[src/rtl/mips_cpu_muldiv_pkg.sv]
// Shared types for the iterative HI/LO multiply/divide unit.
//   muldiv_op_t    : operation encoding carried on the op_i port
//   muldiv_state_t : sequencing states of the unit
package mips_cpu_muldiv_pkg;

    typedef enum logic [2:0] {
        OP_DIVU  = 3'b000,
        OP_MULTU = 3'b001,
        OP_DIV   = 3'b010,
        OP_MULT  = 3'b011,
        OP_MTHI  = 3'b100,
        OP_MTLO  = 3'b101,
        OP_NOP6  = 3'b110,
        OP_NOP7  = 3'b111
    } muldiv_op_t;

    typedef enum logic [1:0] {
        IDLE = 2'd0,
        RUN  = 2'd1,
        FIX  = 2'd2
    } muldiv_state_t;

endpackage

[src/rtl/mips_cpu_div_step.sv]
// One restoring-division step (purely combinational).
//   rem_i     : current partial remainder (always < divisor)
//   bit_i     : next dividend bit shifted in
//   divisor_i : divisor magnitude
//   rem_o     : new partial remainder
//   q_o       : quotient bit produced by this step
module mips_cpu_div_step #(
    parameter int WIDTH = 32
) (
    input  logic [WIDTH-1:0] rem_i,
    input  logic             bit_i,
    input  logic [WIDTH-1:0] divisor_i,
    output logic [WIDTH-1:0] rem_o,
    output logic             q_o
);

    // The shifted remainder can reach 2*divisor-1, so it needs one extra bit;
    // the MSB of the difference then acts as the borrow / "negative" flag.
    logic [WIDTH:0] shifted;
    logic [WIDTH:0] diff;

    assign shifted = {rem_i, bit_i};
    assign diff    = shifted - {1'b0, divisor_i};
    assign q_o     = ~diff[WIDTH];
    assign rem_o   = diff[WIDTH] ? shifted[WIDTH-1:0] : diff[WIDTH-1:0];

endmodule

[src/rtl/mips_cpu_muldiv_iter.sv]
// Iterative HI/LO multiply/divide unit: WIDTH-cycle shift/add multiplier and
// restoring divider with a start/busy/done handshake, plus MTHI/MTLO writes.
//   clk, reset     : clock, synchronous active-high reset
//   start_i, op_i  : request and operation (see muldiv_op_t)
//   a_i, b_i       : operands (A also carries MTHI/MTLO data)
//   busy_o         : mult/div in progress
//   done_o         : one-cycle pulse when hi_o/lo_o hold a new result
//   hi_o, lo_o     : HI/LO registers
//
// state | meaning
// IDLE  | accepting start; MTHI/MTLO written here
// RUN   | WIDTH iterations of multiply or divide
// FIX   | sign correction, HI/LO write, done pulse
module mips_cpu_muldiv_iter
    import mips_cpu_muldiv_pkg::*;
#(
    parameter int WIDTH = 32
) (
    input  logic             clk,
    input  logic             reset,
    input  logic             start_i,
    input  logic [2:0]       op_i,
    input  logic [WIDTH-1:0] a_i,
    input  logic [WIDTH-1:0] b_i,
    output logic             busy_o,
    output logic             done_o,
    output logic [WIDTH-1:0] hi_o,
    output logic [WIDTH-1:0] lo_o
);

    localparam int CNT_W = $clog2(WIDTH + 1);

    muldiv_state_t    state_q, state_d;
    logic [CNT_W-1:0] cnt_q, cnt_d;
    logic [2*WIDTH-1:0] acc_q, acc_d;
    logic [WIDTH-1:0] opb_q, opb_d;
    logic [WIDTH-1:0] rem_q, rem_d;
    logic [WIDTH-1:0] hi_q, hi_d;
    logic [WIDTH-1:0] lo_q, lo_d;
    logic             mul_q, mul_d;
    logic             neg_a_q, neg_a_d;
    logic             neg_b_q, neg_b_d;
    logic             div0_q, div0_d;
    logic             done_q, done_d;

    logic               is_signed;
    logic [WIDTH-1:0]   abs_a, abs_b;
    logic               run_last;
    logic [WIDTH:0]     mul_sum;
    logic [2*WIDTH-1:0] mul_next;
    logic [2*WIDTH-1:0] prod_fix;
    logic [WIDTH-1:0]   step_rem;
    logic               step_q;

    assign is_signed = op_i[1];
    assign abs_a     = (is_signed && a_i[WIDTH-1]) ? -a_i : a_i;
    assign abs_b     = (is_signed && b_i[WIDTH-1]) ? -b_i : b_i;
    assign run_last  = (cnt_q == CNT_W'(WIDTH - 1));

    // Multiplier lives in acc_q[WIDTH-1:0] and is consumed LSB first while the
    // partial product grows in the upper half; the carry goes back into the MSB.
    assign mul_sum  = {1'b0, acc_q[2*WIDTH-1:WIDTH]} + {1'b0, opb_q};
    assign mul_next = acc_q[0] ? {mul_sum, acc_q[WIDTH-1:1]}
                               : {1'b0, acc_q[2*WIDTH-1:1]};
    assign prod_fix = (neg_a_q ^ neg_b_q) ? -acc_q : acc_q;

    // For divide, acc_q[WIDTH-1:0] shifts the dividend out MSB first and the
    // quotient in LSB first.
    mips_cpu_div_step #(.WIDTH(WIDTH)) u_div_step (
        .rem_i     (rem_q),
        .bit_i     (acc_q[WIDTH-1]),
        .divisor_i (opb_q),
        .rem_o     (step_rem),
        .q_o       (step_q)
    );

    always_ff @(posedge clk) begin
        if (reset) begin
            state_q <= IDLE;
            cnt_q   <= '0;
            acc_q   <= '0;
            opb_q   <= '0;
            rem_q   <= '0;
            hi_q    <= '0;
            lo_q    <= '0;
            mul_q   <= 1'b0;
            neg_a_q <= 1'b0;
            neg_b_q <= 1'b0;
            div0_q  <= 1'b0;
            done_q  <= 1'b0;
        end else begin
            state_q <= state_d;
            cnt_q   <= cnt_d;
            acc_q   <= acc_d;
            opb_q   <= opb_d;
            rem_q   <= rem_d;
            hi_q    <= hi_d;
            lo_q    <= lo_d;
            mul_q   <= mul_d;
            neg_a_q <= neg_a_d;
            neg_b_q <= neg_b_d;
            div0_q  <= div0_d;
            done_q  <= done_d;
        end
    end

    always_comb begin
        state_d = state_q;
        case (state_q)
            IDLE:    if (start_i && !op_i[2]) state_d = RUN;
            RUN:     if (run_last) state_d = FIX;
            FIX:     state_d = IDLE;
            default: state_d = IDLE;
        endcase
    end

    always_comb begin
        busy_o = (state_q != IDLE);
        done_o = done_q;
        hi_o   = hi_q;
        lo_o   = lo_q;
    end

    always_comb begin
        cnt_d   = cnt_q;
        acc_d   = acc_q;
        opb_d   = opb_q;
        rem_d   = rem_q;
        hi_d    = hi_q;
        lo_d    = lo_q;
        mul_d   = mul_q;
        neg_a_d = neg_a_q;
        neg_b_d = neg_b_q;
        div0_d  = div0_q;
        done_d  = 1'b0;
        case (state_q)
            IDLE: begin
                if (start_i) begin
                    case (op_i)
                        OP_MTHI: hi_d = a_i;
                        OP_MTLO: lo_d = a_i;
                        OP_DIVU, OP_DIV, OP_MULTU, OP_MULT: begin
                            mul_d   = op_i[0];
                            neg_a_d = is_signed & a_i[WIDTH-1];
                            neg_b_d = is_signed & b_i[WIDTH-1];
                            div0_d  = (b_i == '0);
                            cnt_d   = '0;
                            rem_d   = '0;
                            acc_d   = {{WIDTH{1'b0}}, op_i[0] ? abs_b : abs_a};
                            opb_d   = op_i[0] ? abs_a : abs_b;
                        end
                        default: ;
                    endcase
                end
            end
            RUN: begin
                cnt_d = cnt_q + CNT_W'(1);
                if (mul_q) begin
                    acc_d = mul_next;
                end else begin
                    acc_d = {acc_q[2*WIDTH-1:WIDTH], acc_q[WIDTH-2:0], step_q};
                    rem_d = step_rem;
                end
            end
            FIX: begin
                done_d = 1'b1;
                if (mul_q) begin
                    hi_d = prod_fix[2*WIDTH-1:WIDTH];
                    lo_d = prod_fix[WIDTH-1:0];
                end else begin
                    // With a zero divisor every step keeps the shifted value, so
                    // the remainder ends up as |a| and its sign fix restores a.
                    hi_d = neg_a_q ? -rem_q : rem_q;
                    if (div0_q)
                        lo_d = '1;
                    else if (neg_a_q ^ neg_b_q)
                        lo_d = -acc_q[WIDTH-1:0];
                    else
                        lo_d = acc_q[WIDTH-1:0];
                end
            end
            default: ;
        endcase
    end

endmodule

[config.mk]
export PLATFORM = sky130hd
export DESIGN_NAME = mips_cpu_muldiv_iter
export DESIGN_NICKNAME = d
export VERILOG_FILES = /design/src/rtl/mips_cpu_muldiv_pkg.sv /design/src/rtl/mips_cpu_div_step.sv /design/src/rtl/mips_cpu_muldiv_iter.sv
export SDC_FILE = /design/constraint.sdc
export NUM_CORES = 1
export LEC_CHECK = 0
export ABC_CLOCK_PERIOD_IN_PS = 4200
export BUFFER_PORTS_ARGS = -buffer_cell sky130_fd_sc_hd__buf_2
export CORE_MARGIN = 3
export CORE_UTILIZATION = 33
export CTS_BUF_LIST = sky130_fd_sc_hd__clkbuf_2
export CTS_CLUSTER_SIZE = 28
export DETAILED_ROUTE_END_ITERATION = 10
export GPL_TIMING_DRIVEN = 0
export PLACE_DENSITY = 0.48
export SYNTH_ARGS = -nofsm -noshare
export SYNTH_HDL_FRONTEND = slang
export SYNTH_SLANG_ARGS = --single-unit
export TNS_END_PERCENT = 50
[constraint.sdc]
create_clock -name clk -period 4.2 [get_ports clk]
set_input_delay 1.26 -clock clk [delete_from_list [all_inputs] [get_ports clk]]
set_output_delay 1.26 -clock clk [all_outputs]
set_load 0.02 [all_outputs]
==> summary.md <==
| Metric | Value |
|---|---|
| Run status | `complete, no violations` |
| Gpl congestion | `0.9879` |
| Fmax | `248.9 MHz` |
| Design area | `0.01827 sq mm` |
| YS warnings | `0` |
| Cell Area, Placed | `0.01775 sq mm` |
| CTS tree | `done` |
| Leakage | `0.007213 uW` |
| Minimum clock period | `4017 ps` |
| Sink Count | `205` |
| Hold crit path type | `flop to flop` |
| Slowest stage cell, crit path | `dfxtp_2` |
| Critical path launch point type | `flop` |
| DRC viols | `0` |
| Ports | `136` |
| Final setup skew | `111.2 ps` |
| RSZ-0062 raised after global routing | `false` |
| Setup WS pre-CTS | `-309.7 ps` |
| Setup Viol. Count Final | `0` |
| Nets | `2,507` |
| Placeable Area | `0.04825 sq mm` |
| Drt via density | `5.796` |
| Crit share post-route | `95.65%` |
| Iteration-0 DRC Markers | `1,528` |
| Critical Path RT | `5080 ps` |
| Slew Limit Headroom | `17.24%` |
| Vias in the first global route | `17,280` |
| VDD IR max | `0.4048 mV` |
| Clk slew on worst S/H paths | `90 ps` |
| Routed WL per cell | `25.19 um` |
| Commonest non-fill, non-tap cell in the layout | `a21oi_1` |
| First-pass GRT wire length | `112,600 um` |
| Max cap viols | `0` |
| GR Util All Layers | `28.56%` |
| Critical path class | `flop to flop` |
| Post-Synthesis Cells | `2,172` |
| Clk buf depth | `3` |
| DP Wirelength | `62,380 um` |
| CP arrival | `4890 ps` |
| Synth Net Count | `2,313` |
| Register area share after synthesis | `25.24%` |
| CP cell instances | `inv_1, ha_1, fa_1, nand2b_1, a21oi_2, o21ai_0, a21oi_2, o2111ai_2, o21a_1, o211ai_1, clkbuf_4, buf_4, mux2i_1, o21ai_0` |
| Crit end category | `flop` |
| Pwr/cell area | `593.8 mW/mm^2` |
| Yosys cell types | `81` |
| Smallest hold slack | `455.6 ps` |
| Antenna violations before repair | `3` |
| Clock latency on the worst-skew pair | `1120 ps` |
| Crit Path Max Fanout | `10` |
| Pins Over Slew Limit | `0` |
| Std cell rows | `80` |
| Avg Inst Size Synth | `7.486 sq um` |
| Area delta synth->final | `12.38%` |
| Grt ovf | `0` |
| Synth Register Bits | `205` |
| Num CTS Buffers | `60` |
| CTS resizes | `3` |
| Starting density of the core | `33.70%` |
| PortBufs | `133` |
| Post-route ant nets | `0` |
| Cell area after synthesis | `0.01626 sq mm` |
| Most frequent cells in the layout | `a21oi_1 (224), nor2_1 (216), nand2_1 (215)` |
| Die X | `228.0 um` |
| CP peak stage delay | `450 ps` |
| Initial DRT Pass Iterations | `6` |
| Layout cell share with drive strength beyond 1 | `11.38%` |
| Largest net degree at the start of global routing | `17` |
| Final setup margin | `182.5 ps` |
| Die Ht | `228.0 um` |
| Slew @ Worst Pin | `1241 ps` |
| Async SR Flop Fraction | `0%` |
| Hold buffer count at cts | `0` |
| Root Driver | `clkbuf_2` |
| H-tree Lvls | `2` |
| Post-Route WL | `77,220 um` |
| Fin. Hold Viols | `0` |
| Post-synth EDFFs | `0` |
| Full die area | `0.05197 sq mm` |
| Post CTS Setup Buffer Count | `0` |
| DR vias | `17,760` |
| Final core occ | `37.88%` |
| Top_reg_cell synth | `dfxtp_1` |
cells in the mapped netlist, types with 4 or more instances:
master,instances,share of area [%]
a2111oi_0,5,0.27
a211oi_1,40,1.8
a21o_1,34,1.6
a21oi_1,226,7.0
a221oi_1,9,0.48
a222oi_1,4,0.25
a22oi_1,26,1.2
a31o_2,4,0.22
a31oi_1,21,0.81
a41oi_1,4,0.22
and2_1,8,0.31
and3_1,15,0.58
buf_1,16,0.37
buf_2,7,0.22
clkbuf_1,121,2.8
dfxtp_1,205,25
ha_1,69,5.3
inv_1,62,1.4
mux2_2,7,0.48
mux2i_1,85,5.2
nand2_1,215,5.0
nand2b_1,25,0.96
nand3_1,32,0.98
nand4_1,22,0.85
nor2_1,216,5.0
nor2b_1,19,0.73
nor3_1,57,1.8
nor3_2,4,0.25
nor4_1,9,0.35
o2111ai_1,8,0.43
o211ai_1,23,1.1
o21a_1,11,0.51
o21ai_0,129,4.0
o21bai_1,8,0.37
o221ai_1,33,1.8
o22ai_1,40,1.5
o31ai_1,31,1.4
o41ai_1,20,1.1
or2_2,5,0.19
or3_1,21,0.81
or4_1,14,0.65
xnor2_1,98,5.3
xor2_1,101,5.4
registers in the layout, indices dropped and copies added, names as in the netlist:
register	count
cnt_q	6
neg_a_q	1
hi_o	32
opb_q	32
state_q	2
acc_q	64
lo_o	32
mul_q	1
div0_q	1
neg_b_q	1
rem_q	32
done_o	1
final timing paths:
kind                  start   endpoint  slack [ps]  cells past startpoint
setup / recovery  acc_q[31]  rem_q[23]         180                     14
hold / removal      lo_o[4]    lo_o[4]         460                      2
hold reg to reg     lo_o[4]    lo_o[4]         460                      2
setup reg to reg  acc_q[31]  rem_q[23]         180                     14
stage by stage:
stage | total power, uW | setup TNS, ps | std cells
2_1_floorplan | 7298 | 0 | 2172
3_3_place_gp | 9170 | -7706 | 2961
3_5_place_dp | 9170 | -5604 | 2961
4_1_cts | 10800 | 0 | 3063
5_1_grt | 11600 | 0 | 3065
6_report | 10850 | 0 | 3065
critical path, delay by kind of cell (launching register included):
kind                       cells  cell delay, ps
DFF                            1             450
adders and majority gates      2             630
AOI/OAI and AO/OA              7            1560
buffers and inverters          3             710
muxes                          1             230
and+or+nand+nor                1             220
power by group:
part           switching [uW]  internal, uW  total [uW]
clock network             996           539        1530
logic                    4140          2710        6850
registers                 347          2120        2470
total                    5490          5370       10900
cell type report:
class | instances | area, sq um
Fill cell | 5295 | 29970
Multi-Input combinational cell | 1755 | 11350
Sequential cell | 205 | 4105
Tap cell | 656 | 820.8
Timing Repair Buffer | 133 | 665.6
Buffer | 147 | 581.8
Clock buffer | 84 | 420.4
Inverter | 64 | 240.2
Clock inverter | 19 | 80.08
Antenna cell | 2 | 5.005
routing by layer:
| layer | track usage [%] | part of all wire [%] | vias to the layer above |
|---|---|---|---|
| met5 | 0 | 0.017 | - |
| met4 | 12.94 | 5.3 | 2 |
| met3 | 4.242 | 5.7 | 182 |
| met2 | 49.91 | 48 | 659 |
| met1 | 34.67 | 41 | 8562 |
| li1 | - | - | 8359 |
kinds of logic (layout without fill, tap and decap cells):
group,Yosys count,count (layout),synth area share (%)
xor+xnor,199,199,10.72
buf+inv,212,447,5.048
simple gates,683,683,19.79
compound gates,710,710,27.93
mux,92,92,5.717
flops,205,205,25.24
fa+ha+maj,71,71,5.556
other cells,0,2,0
Note: power is estimated with default switching activity, not from simulation.
